--- config.mk ---
export PLATFORM = sky130hd
export DESIGN_NAME = id_ex_hazard_reg_flat
export DESIGN_NICKNAME = d
export VERILOG_FILES = /design/src/rtl/pipeline_pkg.sv /design/src/rtl/id_ex_hazard_reg_if.sv /design/src/rtl/id_ex_hazard_reg_hazard_detect.sv /design/src/rtl/id_ex_hazard_reg.sv /design/src/flat_wrapper.sv
export SDC_FILE = /design/constraint.sdc
export NUM_CORES = 1
export LEC_CHECK = 0
export ABC_AREA = 0
export CORE_ASPECT_RATIO = 0.6
export CORE_UTILIZATION = 40
export CTS_BUF_LIST = sky130_fd_sc_hd__clkbuf_8 sky130_fd_sc_hd__clkbuf_16
export CTS_CLUSTER_DIAMETER = 60
export DETAILED_ROUTE_END_ITERATION = 10
export PLACE_DENSITY = 0.81
export SLEW_MARGIN = 20
export SYNTH_ARGS = -nofsm -noshare
export SYNTH_HDL_FRONTEND = slang
export SYNTH_SLANG_ARGS = --single-unit
--- constraint.sdc ---
create_clock -name Clk -period 3 [get_ports Clk]
set_clock_uncertainty 0.1 [all_clocks]
set_input_delay 0.3 -clock Clk [delete_from_list [all_inputs] [get_ports Clk]]
set_output_delay 0.3 -clock Clk [all_outputs]
set_load 0.01 [all_outputs]
--- src/rtl/pipeline_pkg.sv ---
// Shared pipeline definitions: register-index width, ALU op encodings and the
// ID/EX pipeline-register layout with its bubble constant.
package pipeline_pkg;

  localparam int unsigned REG_IDX_W = 5;
  localparam int unsigned XLEN      = 32;

  typedef logic [REG_IDX_W-1:0] reg_idx_t;
  typedef logic [XLEN-1:0]      word_t;

  localparam reg_idx_t REG_ZERO = 5'd0;

  typedef enum logic [3:0] {
    ALU_ADD  = 4'd0,
    ALU_SUB  = 4'd1,
    ALU_AND  = 4'd2,
    ALU_OR   = 4'd3,
    ALU_XOR  = 4'd4,
    ALU_NOR  = 4'd5,
    ALU_SLT  = 4'd6,
    ALU_SLTU = 4'd7,
    ALU_SLL  = 4'd8,
    ALU_SRL  = 4'd9,
    ALU_SRA  = 4'd10,
    ALU_LUI  = 4'd11
  } alu_op_e;

  typedef struct packed {
    reg_idx_t    rs;
    reg_idx_t    rt;
    reg_idx_t    write_reg;
    word_t       read_data1;
    word_t       read_data2;
    word_t       imm;
    word_t       pc4;
    logic        reg_write;
    logic        mem_read;
    logic        mem_write;
    logic        mem_to_reg;
    logic        alu_src;
    logic        valid;
    logic [3:0]  alu_op;
  } ex_ctrl_t;

  // A bubble has zero register ids, so it can never match a hazard compare.
  localparam ex_ctrl_t EX_BUBBLE = '0;

  function automatic logic [15:0] sat_inc16(input logic [15:0] v);
    return (v == 16'hFFFF) ? v : v + 16'd1;
  endfunction

endpackage

--- src/rtl/id_ex_hazard_reg_if.sv ---
// ID/EX boundary bundle: decoded ID instruction in, EX-stage view and hazard
// status out. The ID side (decoder/testbench) is the master.
interface id_ex_hazard_reg_if;
  import pipeline_pkg::*;

  logic       ID_Valid;
  reg_idx_t   ID_Rs, ID_Rt, ID_Rd;
  logic       ID_UsesRt;
  word_t      ID_ReadData1, ID_ReadData2, ID_Imm, ID_PC4;
  logic       ID_RegWrite, ID_MemRead, ID_MemWrite, ID_MemToReg;
  logic       ID_ALUSrc, ID_RegDst, ID_isBranch;
  logic [3:0] ID_ALUOp;
  logic       Hold, Flush;

  reg_idx_t   EX_Rs, EX_Rt, EX_WriteReg;
  word_t      EX_ReadData1, EX_ReadData2, EX_Imm, EX_PC4;
  logic       EX_RegWrite, EX_MemRead, EX_MemWrite, EX_MemToReg;
  logic       EX_ALUSrc, EX_isStore, EX_Valid;
  logic [3:0] EX_ALUOp;
  logic       Stall;
  logic [15:0] StallCount;

  modport master (
    output ID_Valid, ID_Rs, ID_Rt, ID_Rd, ID_UsesRt,
    output ID_ReadData1, ID_ReadData2, ID_Imm, ID_PC4,
    output ID_RegWrite, ID_MemRead, ID_MemWrite, ID_MemToReg,
    output ID_ALUSrc, ID_RegDst, ID_isBranch, ID_ALUOp, Hold, Flush,
    input  EX_Rs, EX_Rt, EX_WriteReg, EX_ReadData1, EX_ReadData2, EX_Imm, EX_PC4,
    input  EX_RegWrite, EX_MemRead, EX_MemWrite, EX_MemToReg, EX_ALUSrc,
    input  EX_isStore, EX_Valid, EX_ALUOp, Stall, StallCount
  );

  modport slave (
    input  ID_Valid, ID_Rs, ID_Rt, ID_Rd, ID_UsesRt,
    input  ID_ReadData1, ID_ReadData2, ID_Imm, ID_PC4,
    input  ID_RegWrite, ID_MemRead, ID_MemWrite, ID_MemToReg,
    input  ID_ALUSrc, ID_RegDst, ID_isBranch, ID_ALUOp, Hold, Flush,
    output EX_Rs, EX_Rt, EX_WriteReg, EX_ReadData1, EX_ReadData2, EX_Imm, EX_PC4,
    output EX_RegWrite, EX_MemRead, EX_MemWrite, EX_MemToReg, EX_ALUSrc,
    output EX_isStore, EX_Valid, EX_ALUOp, Stall, StallCount
  );

endinterface

--- src/rtl/id_ex_hazard_reg_hazard_detect.sv ---
// Combinational hazard compare between the ID instruction and the EX register.
// Branch-on-load is left to the load-use term; MEM forwarding covers the rest.
module hazard_detect
  import pipeline_pkg::*;
(
  input  logic     id_valid_i,
  input  reg_idx_t id_rs_i,
  input  reg_idx_t id_rt_i,
  input  logic     id_uses_rt_i,
  input  logic     id_is_branch_i,
  input  logic     ex_mem_read_i,
  input  logic     ex_reg_write_i,
  input  reg_idx_t ex_write_reg_i,
  output logic     stall_o
);

  logic load_use_s;
  logic branch_alu_s;
  logic wr_live_s;

  // Load-use and branch-on-ALU-result terms.
  always_comb begin
    wr_live_s    = (ex_write_reg_i != REG_ZERO);
    load_use_s   = id_valid_i && ex_mem_read_i && wr_live_s &&
                   ((ex_write_reg_i == id_rs_i) ||
                    (id_uses_rt_i && (ex_write_reg_i == id_rt_i)));
    branch_alu_s = id_valid_i && id_is_branch_i && ex_reg_write_i &&
                   !ex_mem_read_i && wr_live_s &&
                   ((ex_write_reg_i == id_rs_i) || (ex_write_reg_i == id_rt_i));
    stall_o      = load_use_s || branch_alu_s;
  end

endmodule

--- src/rtl/id_ex_hazard_reg.sv ---
// ID/EX pipeline register with hazard stall generation and a saturating
// stall-cycle counter. Edge priority: Hold > Flush > Stall > normal load.
module id_ex_hazard_reg
  import pipeline_pkg::*;
(
  input  logic               Clk,
  input  logic               Reset_n,
  id_ex_hazard_reg_if.slave  bus
);

  ex_ctrl_t    ex_d, ex_q;
  ex_ctrl_t    capture_s;
  logic [15:0] stall_cnt_d, stall_cnt_q;
  logic        stall_s;

  hazard_detect u_hazard (
    .id_valid_i     (bus.ID_Valid),
    .id_rs_i        (bus.ID_Rs),
    .id_rt_i        (bus.ID_Rt),
    .id_uses_rt_i   (bus.ID_UsesRt),
    .id_is_branch_i (bus.ID_isBranch),
    .ex_mem_read_i  (ex_q.mem_read),
    .ex_reg_write_i (ex_q.reg_write),
    .ex_write_reg_i (ex_q.write_reg),
    .stall_o        (stall_s)
  );

  // Destination register is resolved here so EX sees a single write index.
  always_comb begin
    capture_s            = EX_BUBBLE;
    capture_s.rs         = bus.ID_Rs;
    capture_s.rt         = bus.ID_Rt;
    capture_s.write_reg  = bus.ID_RegDst ? bus.ID_Rd : bus.ID_Rt;
    capture_s.read_data1 = bus.ID_ReadData1;
    capture_s.read_data2 = bus.ID_ReadData2;
    capture_s.imm        = bus.ID_Imm;
    capture_s.pc4        = bus.ID_PC4;
    capture_s.reg_write  = bus.ID_RegWrite;
    capture_s.mem_read   = bus.ID_MemRead;
    capture_s.mem_write  = bus.ID_MemWrite;
    capture_s.mem_to_reg = bus.ID_MemToReg;
    capture_s.alu_src    = bus.ID_ALUSrc;
    capture_s.valid      = 1'b1;
    capture_s.alu_op     = bus.ID_ALUOp;
  end

  always_comb begin
    ex_d        = ex_q;
    stall_cnt_d = stall_cnt_q;
    if (bus.Hold) begin
      ex_d        = ex_q;
      stall_cnt_d = stall_cnt_q;
    end else begin
      if (bus.Flush || stall_s || !bus.ID_Valid) begin
        ex_d = EX_BUBBLE;
      end else begin
        ex_d = capture_s;
      end
      // A flushed stall edge still counts as a stall cycle.
      if (stall_s) begin
        stall_cnt_d = sat_inc16(stall_cnt_q);
      end else begin
        stall_cnt_d = stall_cnt_q;
      end
    end
  end

  always_ff @(posedge Clk or negedge Reset_n) begin
    if (!Reset_n) begin
      ex_q        <= EX_BUBBLE;
      stall_cnt_q <= 16'h0000;
    end else begin
      ex_q        <= ex_d;
      stall_cnt_q <= stall_cnt_d;
    end
  end

  assign bus.EX_Rs        = ex_q.rs;
  assign bus.EX_Rt        = ex_q.rt;
  assign bus.EX_WriteReg  = ex_q.write_reg;
  assign bus.EX_ReadData1 = ex_q.read_data1;
  assign bus.EX_ReadData2 = ex_q.read_data2;
  assign bus.EX_Imm       = ex_q.imm;
  assign bus.EX_PC4       = ex_q.pc4;
  assign bus.EX_RegWrite  = ex_q.reg_write;
  assign bus.EX_MemRead   = ex_q.mem_read;
  assign bus.EX_MemWrite  = ex_q.mem_write;
  assign bus.EX_MemToReg  = ex_q.mem_to_reg;
  assign bus.EX_ALUSrc    = ex_q.alu_src;
  assign bus.EX_isStore   = ex_q.mem_write;
  assign bus.EX_Valid     = ex_q.valid;
  assign bus.EX_ALUOp     = ex_q.alu_op;
  assign bus.Stall        = stall_s;
  assign bus.StallCount   = stall_cnt_q;

endmodule

--- src/flat_wrapper.sv ---
// flat-port wrapper written by rule: the top's interface ports become plain ports
module id_ex_hazard_reg_flat import pipeline_pkg::*;
  (Clk, Reset_n, bus_ID_Valid, bus_ID_Rs, bus_ID_Rt, bus_ID_Rd, bus_ID_UsesRt, bus_ID_ReadData1, bus_ID_ReadData2, bus_ID_Imm, bus_ID_PC4, bus_ID_RegWrite, bus_ID_MemRead, bus_ID_MemWrite, bus_ID_MemToReg, bus_ID_ALUSrc, bus_ID_RegDst, bus_ID_isBranch, bus_ID_ALUOp, bus_Hold, bus_Flush, bus_EX_Rs, bus_EX_Rt, bus_EX_WriteReg, bus_EX_ReadData1, bus_EX_ReadData2, bus_EX_Imm, bus_EX_PC4, bus_EX_RegWrite, bus_EX_MemRead, bus_EX_MemWrite, bus_EX_MemToReg, bus_EX_ALUSrc, bus_EX_isStore, bus_EX_Valid, bus_EX_ALUOp, bus_Stall, bus_StallCount);
  id_ex_hazard_reg_if bus_i ();
  input  logic Clk;
  input  logic Reset_n;
  input wire logic [$bits(bus_i.ID_Valid)-1:0] bus_ID_Valid;
  input wire logic [$bits(bus_i.ID_Rs)-1:0] bus_ID_Rs;
  input wire logic [$bits(bus_i.ID_Rt)-1:0] bus_ID_Rt;
  input wire logic [$bits(bus_i.ID_Rd)-1:0] bus_ID_Rd;
  input wire logic [$bits(bus_i.ID_UsesRt)-1:0] bus_ID_UsesRt;
  input wire logic [$bits(bus_i.ID_ReadData1)-1:0] bus_ID_ReadData1;
  input wire logic [$bits(bus_i.ID_ReadData2)-1:0] bus_ID_ReadData2;
  input wire logic [$bits(bus_i.ID_Imm)-1:0] bus_ID_Imm;
  input wire logic [$bits(bus_i.ID_PC4)-1:0] bus_ID_PC4;
  input wire logic [$bits(bus_i.ID_RegWrite)-1:0] bus_ID_RegWrite;
  input wire logic [$bits(bus_i.ID_MemRead)-1:0] bus_ID_MemRead;
  input wire logic [$bits(bus_i.ID_MemWrite)-1:0] bus_ID_MemWrite;
  input wire logic [$bits(bus_i.ID_MemToReg)-1:0] bus_ID_MemToReg;
  input wire logic [$bits(bus_i.ID_ALUSrc)-1:0] bus_ID_ALUSrc;
  input wire logic [$bits(bus_i.ID_RegDst)-1:0] bus_ID_RegDst;
  input wire logic [$bits(bus_i.ID_isBranch)-1:0] bus_ID_isBranch;
  input wire logic [$bits(bus_i.ID_ALUOp)-1:0] bus_ID_ALUOp;
  input wire logic [$bits(bus_i.Hold)-1:0] bus_Hold;
  input wire logic [$bits(bus_i.Flush)-1:0] bus_Flush;
  output wire logic [$bits(bus_i.EX_Rs)-1:0] bus_EX_Rs;
  output wire logic [$bits(bus_i.EX_Rt)-1:0] bus_EX_Rt;
  output wire logic [$bits(bus_i.EX_WriteReg)-1:0] bus_EX_WriteReg;
  output wire logic [$bits(bus_i.EX_ReadData1)-1:0] bus_EX_ReadData1;
  output wire logic [$bits(bus_i.EX_ReadData2)-1:0] bus_EX_ReadData2;
  output wire logic [$bits(bus_i.EX_Imm)-1:0] bus_EX_Imm;
  output wire logic [$bits(bus_i.EX_PC4)-1:0] bus_EX_PC4;
  output wire logic [$bits(bus_i.EX_RegWrite)-1:0] bus_EX_RegWrite;
  output wire logic [$bits(bus_i.EX_MemRead)-1:0] bus_EX_MemRead;
  output wire logic [$bits(bus_i.EX_MemWrite)-1:0] bus_EX_MemWrite;
  output wire logic [$bits(bus_i.EX_MemToReg)-1:0] bus_EX_MemToReg;
  output wire logic [$bits(bus_i.EX_ALUSrc)-1:0] bus_EX_ALUSrc;
  output wire logic [$bits(bus_i.EX_isStore)-1:0] bus_EX_isStore;
  output wire logic [$bits(bus_i.EX_Valid)-1:0] bus_EX_Valid;
  output wire logic [$bits(bus_i.EX_ALUOp)-1:0] bus_EX_ALUOp;
  output wire logic [$bits(bus_i.Stall)-1:0] bus_Stall;
  output wire logic [$bits(bus_i.StallCount)-1:0] bus_StallCount;
  assign bus_i.ID_Valid = bus_ID_Valid;
  assign bus_i.ID_Rs = bus_ID_Rs;
  assign bus_i.ID_Rt = bus_ID_Rt;
  assign bus_i.ID_Rd = bus_ID_Rd;
  assign bus_i.ID_UsesRt = bus_ID_UsesRt;
  assign bus_i.ID_ReadData1 = bus_ID_ReadData1;
  assign bus_i.ID_ReadData2 = bus_ID_ReadData2;
  assign bus_i.ID_Imm = bus_ID_Imm;
  assign bus_i.ID_PC4 = bus_ID_PC4;
  assign bus_i.ID_RegWrite = bus_ID_RegWrite;
  assign bus_i.ID_MemRead = bus_ID_MemRead;
  assign bus_i.ID_MemWrite = bus_ID_MemWrite;
  assign bus_i.ID_MemToReg = bus_ID_MemToReg;
  assign bus_i.ID_ALUSrc = bus_ID_ALUSrc;
  assign bus_i.ID_RegDst = bus_ID_RegDst;
  assign bus_i.ID_isBranch = bus_ID_isBranch;
  assign bus_i.ID_ALUOp = bus_ID_ALUOp;
  assign bus_i.Hold = bus_Hold;
  assign bus_i.Flush = bus_Flush;
  assign bus_EX_Rs = bus_i.EX_Rs;
  assign bus_EX_Rt = bus_i.EX_Rt;
  assign bus_EX_WriteReg = bus_i.EX_WriteReg;
  assign bus_EX_ReadData1 = bus_i.EX_ReadData1;
  assign bus_EX_ReadData2 = bus_i.EX_ReadData2;
  assign bus_EX_Imm = bus_i.EX_Imm;
  assign bus_EX_PC4 = bus_i.EX_PC4;
  assign bus_EX_RegWrite = bus_i.EX_RegWrite;
  assign bus_EX_MemRead = bus_i.EX_MemRead;
  assign bus_EX_MemWrite = bus_i.EX_MemWrite;
  assign bus_EX_MemToReg = bus_i.EX_MemToReg;
  assign bus_EX_ALUSrc = bus_i.EX_ALUSrc;
  assign bus_EX_isStore = bus_i.EX_isStore;
  assign bus_EX_Valid = bus_i.EX_Valid;
  assign bus_EX_ALUOp = bus_i.EX_ALUOp;
  assign bus_Stall = bus_i.Stall;
  assign bus_StallCount = bus_i.StallCount;
  id_ex_hazard_reg u_core (.Clk(Clk), .Reset_n(Reset_n), .bus(bus_i));
endmodule
======== After elaboration in Yosys (flattened, before gate mapping) ========
Index checks and enable logic that the tools add are counted.
word-level totals
  output and inout bits ................... 171
  input bits .............................. 160
  bits in registers ....................... 169
cells by class
  reductions and logical operators ........ 18
  multiplexer cells ....................... 2
  add/subtract/negate cells ............... 1
  equality and inequality tests ........... 3
  bitwise logic cells ..................... 2
operator list
  operator                 count
  $mux W153                1
  $add A16 B1 Y16 const B  1
  $eq A16 B16 Y1 const B   1
  $eq A5 B5 Y1             2
  $logic_and A1 B1 Y1      9
  $logic_or A1 B1 Y1       5
  $mux W5                  1
  $reduce_bool A5 Y1       1
  $reduce_and A3 Y1        1
  $logic_not A1 Y1         2
  $not A1 Y1               2

======== Longest topological paths before layout ========
  word-level depth ........................ 9
  mapped depth ............................ 7

======== By module ========
Synthesis repeated with hierarchy kept, for this count alone.
unflattened totals
  cell total of the unflattened synthesis .. 451
  area total of the unflattened synthesis .. 6424.9 sq um
by module, submodules not included
  module            times used  cells each  sequential area each (sq um)  area each (sq um)
  id_ex_hazard_reg  1           429         4229.1                        6268.5
  hazard_detect     1           22          0.0                           156.4

======== Worst setup path before layout ========
Ideal clock, no wire load.
  kind .................................... reg-to-reg
  start point ............................. register u_core.stall_cnt_q[0] (netlist: u_core.bus.StallCount[0])
  end point ............................... register u_core.stall_cnt_q[8] (netlist: u_core.bus.StallCount[8])
  cell stages (with the launch flop) ...... 7
  clock period less this slack ............ 2122 ps
  data required time ...................... 2772 ps
  arrival ................................. 1894 ps
  path slack .............................. 878 ps
  library setup time ...................... 128 ps
  path buffers ............................ 1
  path through ............................ dfrtp_1 ha_1 and4_4 a311oi_1 buf_2 nand4_1 xnor2_1
between the ends
  word-level cells in the longest chain between the ends .. 3
  elaborated cells on any way between the ends .. 4
  classes of those cells .................. add/sub: 1; eq/ne: 1; bitwise: 1; reduce/logical: 1
ends and longest elaborated chain
  item                                                     line                    text
  from (decl)                                              id_ex_hazard_reg.sv:13  logic [15:0] stall_cnt_d, stall_cnt_q;
  from (signal assigned)                                   id_ex_hazard_reg.sv:74  stall_cnt_q <= stall_cnt_d;
  branches (longest 3 deep; another with $add A16 B1 Y16)  n/a
Several ways; the timed one is not identified.
A chain may end at the register's enable or synchronous reset.

======== Worst setup path after layout ========
  start point ............................. register u_core.ex_q, in the netlist u_core.bus.EX_WriteReg[0]
  end point ............................... output bus_Stall
between the ends
  word-level cells in the longest chain between the ends .. 5
  elaborated cells on any way between the ends .. 11
  classes of those cells .................. eq/ne: 2; reduce/logical: 9
ends and longest elaborated chain
  item                    line                                                                        text
  from (decl)             id_ex_hazard_reg.sv:11                                                      ex_ctrl_t ex_d, ex_q;
  from (signal assigned)  id_ex_hazard_reg.sv:70                                                      ex_q <= EX_BUBBLE;
  from (signal assigned)  id_ex_hazard_reg.sv:73                                                      ex_q <= ex_d;
  $eq A5 B5 Y1            id_ex_hazard_reg_hazard_detect.sv:26, id_ex_hazard_reg_hazard_detect.sv:29
  $logic_and A1 B1 Y1     id_ex_hazard_reg_hazard_detect.sv:26                                        (id_uses_rt_i && (ex_write_reg_i == id_rt_i)));
  $logic_or A1 B1 Y1      id_ex_hazard_reg_hazard_detect.sv:25                                        ((ex_write_reg_i == id_rs_i) ||
  $logic_and A1 B1 Y1     id_ex_hazard_reg_hazard_detect.sv:24                                        load_use_s = id_valid_i && ex_mem_read_i && wr_live_s &&
  $logic_or A1 B1 Y1 *    id_ex_hazard_reg_hazard_detect.sv:30                                        stall_o = load_use_s || branch_alu_s;
  to (decl)               flat_wrapper.sv:41                                                          output wire logic [$bits(bus_i.Stall)-1:0] bus_Stall;
Mark *: on every way between the ends. The rest lies on a longest branch, timed or not.

==> metrics <==
commonest cells after routing, fill and taps aside=clkdlybuf4s50_1, dfrtp_1, a22o_1; largest area contributor in the netlist=dfrtp_1; Yosys warnings=0; PortBufs=330; Max Cap Violations=0; CTS buffer count=17; final worst-path cycle share=a little over 90%; Setup crit start=u_core.bus.EX_WriteReg[0]; pre-CTS setup slack=651 ps; number of flops mapped to enable cells by yosys=0; core area=0.0154 mm2; final setup fails=0; Initial Util=41.2%; PnR worst setup slack=between 200 and 250 ps; register area share after synthesis=around 67%; post-route ant nets=0; Fin Hold WS=approximately 350 ps; worst ir drop on vdd=~0.00032 V; RSZ-0062 raised after global routing=false; post-synth top area share=~67%; num ports=331; Iter 0 DRT Violations=about 290; Worst-Margin Slew=660 ps; max-slew violation count=0; Period minus WS final=about 2800 ps; CTS tree=done; WP data arrival=approximately 2400 ps; most common cell after layout, fill and taps aside=clkdlybuf4s50_1; Die W=between 150 and 200 um; clk buf depth=2; layout cells sized above 1=6.47%; Hold Vio Cnt, Final=0; post-synth cell types=28; pwr dens=518 mW/mm2; clk slew on worst S/H paths=about 70 ps; R2R depth=6; largest net degree at the start of global routing=around 100; post-synthesis cell area=roughly 0.0063 mm2; startpoint types=flop; RR Startpoint=u_core.bus.EX_WriteReg[0]; drt via density=~5.2; Static Leakage=approximately 4.6 nW; critical path class=reg2out; Crit. End Element=output port; Worst Path Max Fanout=5; status=completed; HP Class=in2async; normalized max-slew margin=a little under three fifths; Final nets=between 900 and 1000; async set-reset flop share out of synthesis=100%; Initial DRT Pass Iterations=5; Die Y=99.6 um; diodes inserted=0; Clock Sinks=between 150 and 200; FF+latch count, synth=~170; die area=about 0.016 mm2; number of global-route vias before repair=between 5000 and 6000; # rows=35; Data required, critical path=roughly 2600 ps; Max Fclk=361 MHz; initial antenna violation count=0; Placer Congestion=between 0.8 and 0.9; Clk Latency, worst-skew pair=~400 ps; root buffer cell=clkbuf_16; Routed wire per std cell=between 15 and 20 um; Synth Net Count=roughly 600; Routed WL=roughly 19 mm; Avg Inst Size Synth=approximately 14 um2; drt drc=0; Overflow after GRT=0; leading cell types by total area after synthesis=dfrtp_1, a22o_1, xnor2_1; Via Count=between 5000 and 6000; first-pass GRT wire length=approximately 29 mm; main flop type after synthesis=dfrtp_1; Area growth, synth to finish=64.1%; DP HPWL=roughly 14 mm; Setup TNS=0 ps; Mapped Cells=438; Clock H-tree levels=4; Post-CTS Setup Inserts=0; Total GRT Usage=a little under a quarter
==> sequential cells by signal (all words and copies together), names as in the netlist, 5 cells and up <==
register                 cells
u_core.bus.EX_Imm           32
u_core.bus.EX_PC4           32
u_core.bus.EX_ReadData1     32
u_core.bus.EX_ReadData2     32
u_core.bus.StallCount       16
u_core.bus.EX_Rs             5
u_core.bus.EX_Rt             5
u_core.bus.EX_WriteReg       5
==> worst paths after layout <==
kind / end / slack, ps
max in group asynchronous: u_core.bus.EX_ReadData1[26] / 1610
min: u_core.bus.EX_PC4[18] / 350
max reg2reg: u_core.bus.EX_ReadData2[2] / 680
min reg2reg: u_core.bus.StallCount[5] / 390
min in group Clk: u_core.bus.EX_Valid / 350
max: bus_Stall / 230
==> metal layers <==
layer,vias up,track usage (%),wire length [um]
met2,185,36.7,9180
li1,2312,-,-
met4,0,5.79,206
met3,17,7.26,1350
met1,2597,31.0,8240
met5,-,0,0
==> Yosys cell counts, types with 4 or more instances <==
library cell and n:
buf_4 8, mux2_2 6, nand3_1 10, nor2_1 4
clkbuf_1 18, buf_2 9, dfrtp_1 169, nand4_1 6
xnor2_1 25, and3_1 8, a22o_1 152, nand2_1 4
==> power breakdown <==
part / total [mW] / internal [mW] / switching [mW]
Sequential: 2.47 / 2.39 / 0.0798
Clock: 2.12 / 1.17 / 0.957
Combinational: 0.798 / 0.494 / 0.304
==> logic make-up after synthesis <==
family	synth area share [%]
flip-flops	66.6
AO/OA/AOI/OAI	22.0
AND/OR/NAND/NOR	3.67
buffers and inverters	3.02
XOR/XNOR	3.45
multiplexers	1.06
adder cells (fa/ha/maj)	0.197
==> final cells by class <==
type                       instances  area, um2
clock buffer                      17        425
clock inverter                    15        149
fill                            1126       5000
timing repair buffer             339       3420
tap                              203        254
multi-input combinational        231       1930
sequential                       169       4230
inverter                           2       7.51
==> timing repair <==
action,in CTS,in global routing
resized for setup,0,0
setup endpoints to repair,0,0
hold endpoints to repair,67,0
hold buffers,1,0
==> worst max-delay path, stage by stage (launching register included) <==
cell	delay, ps
dfrtp_1	440
or4_1	540
o211ai_1	250
inv_2	100
and2_1	170
clkdlybuf4s50_1	470
==> per-stage QoR <==
stage / utilization (%) / instances / total power [mW] / area [um2]
floorplan: - / 438 / 2.75 / 6350
global placement: 63.8 / 943 / 3.29 / 9830
detailed placement: 63.8 / 943 / 3.32 / 9830
CTS: 67.6 / 976 / 5.45 / 10400
global route: 67.6 / 976 / 5.62 / 10400
finish: 67.6 / 976 / 5.39 / 10400
Note: power is estimated with default switching activity, not from simulation.
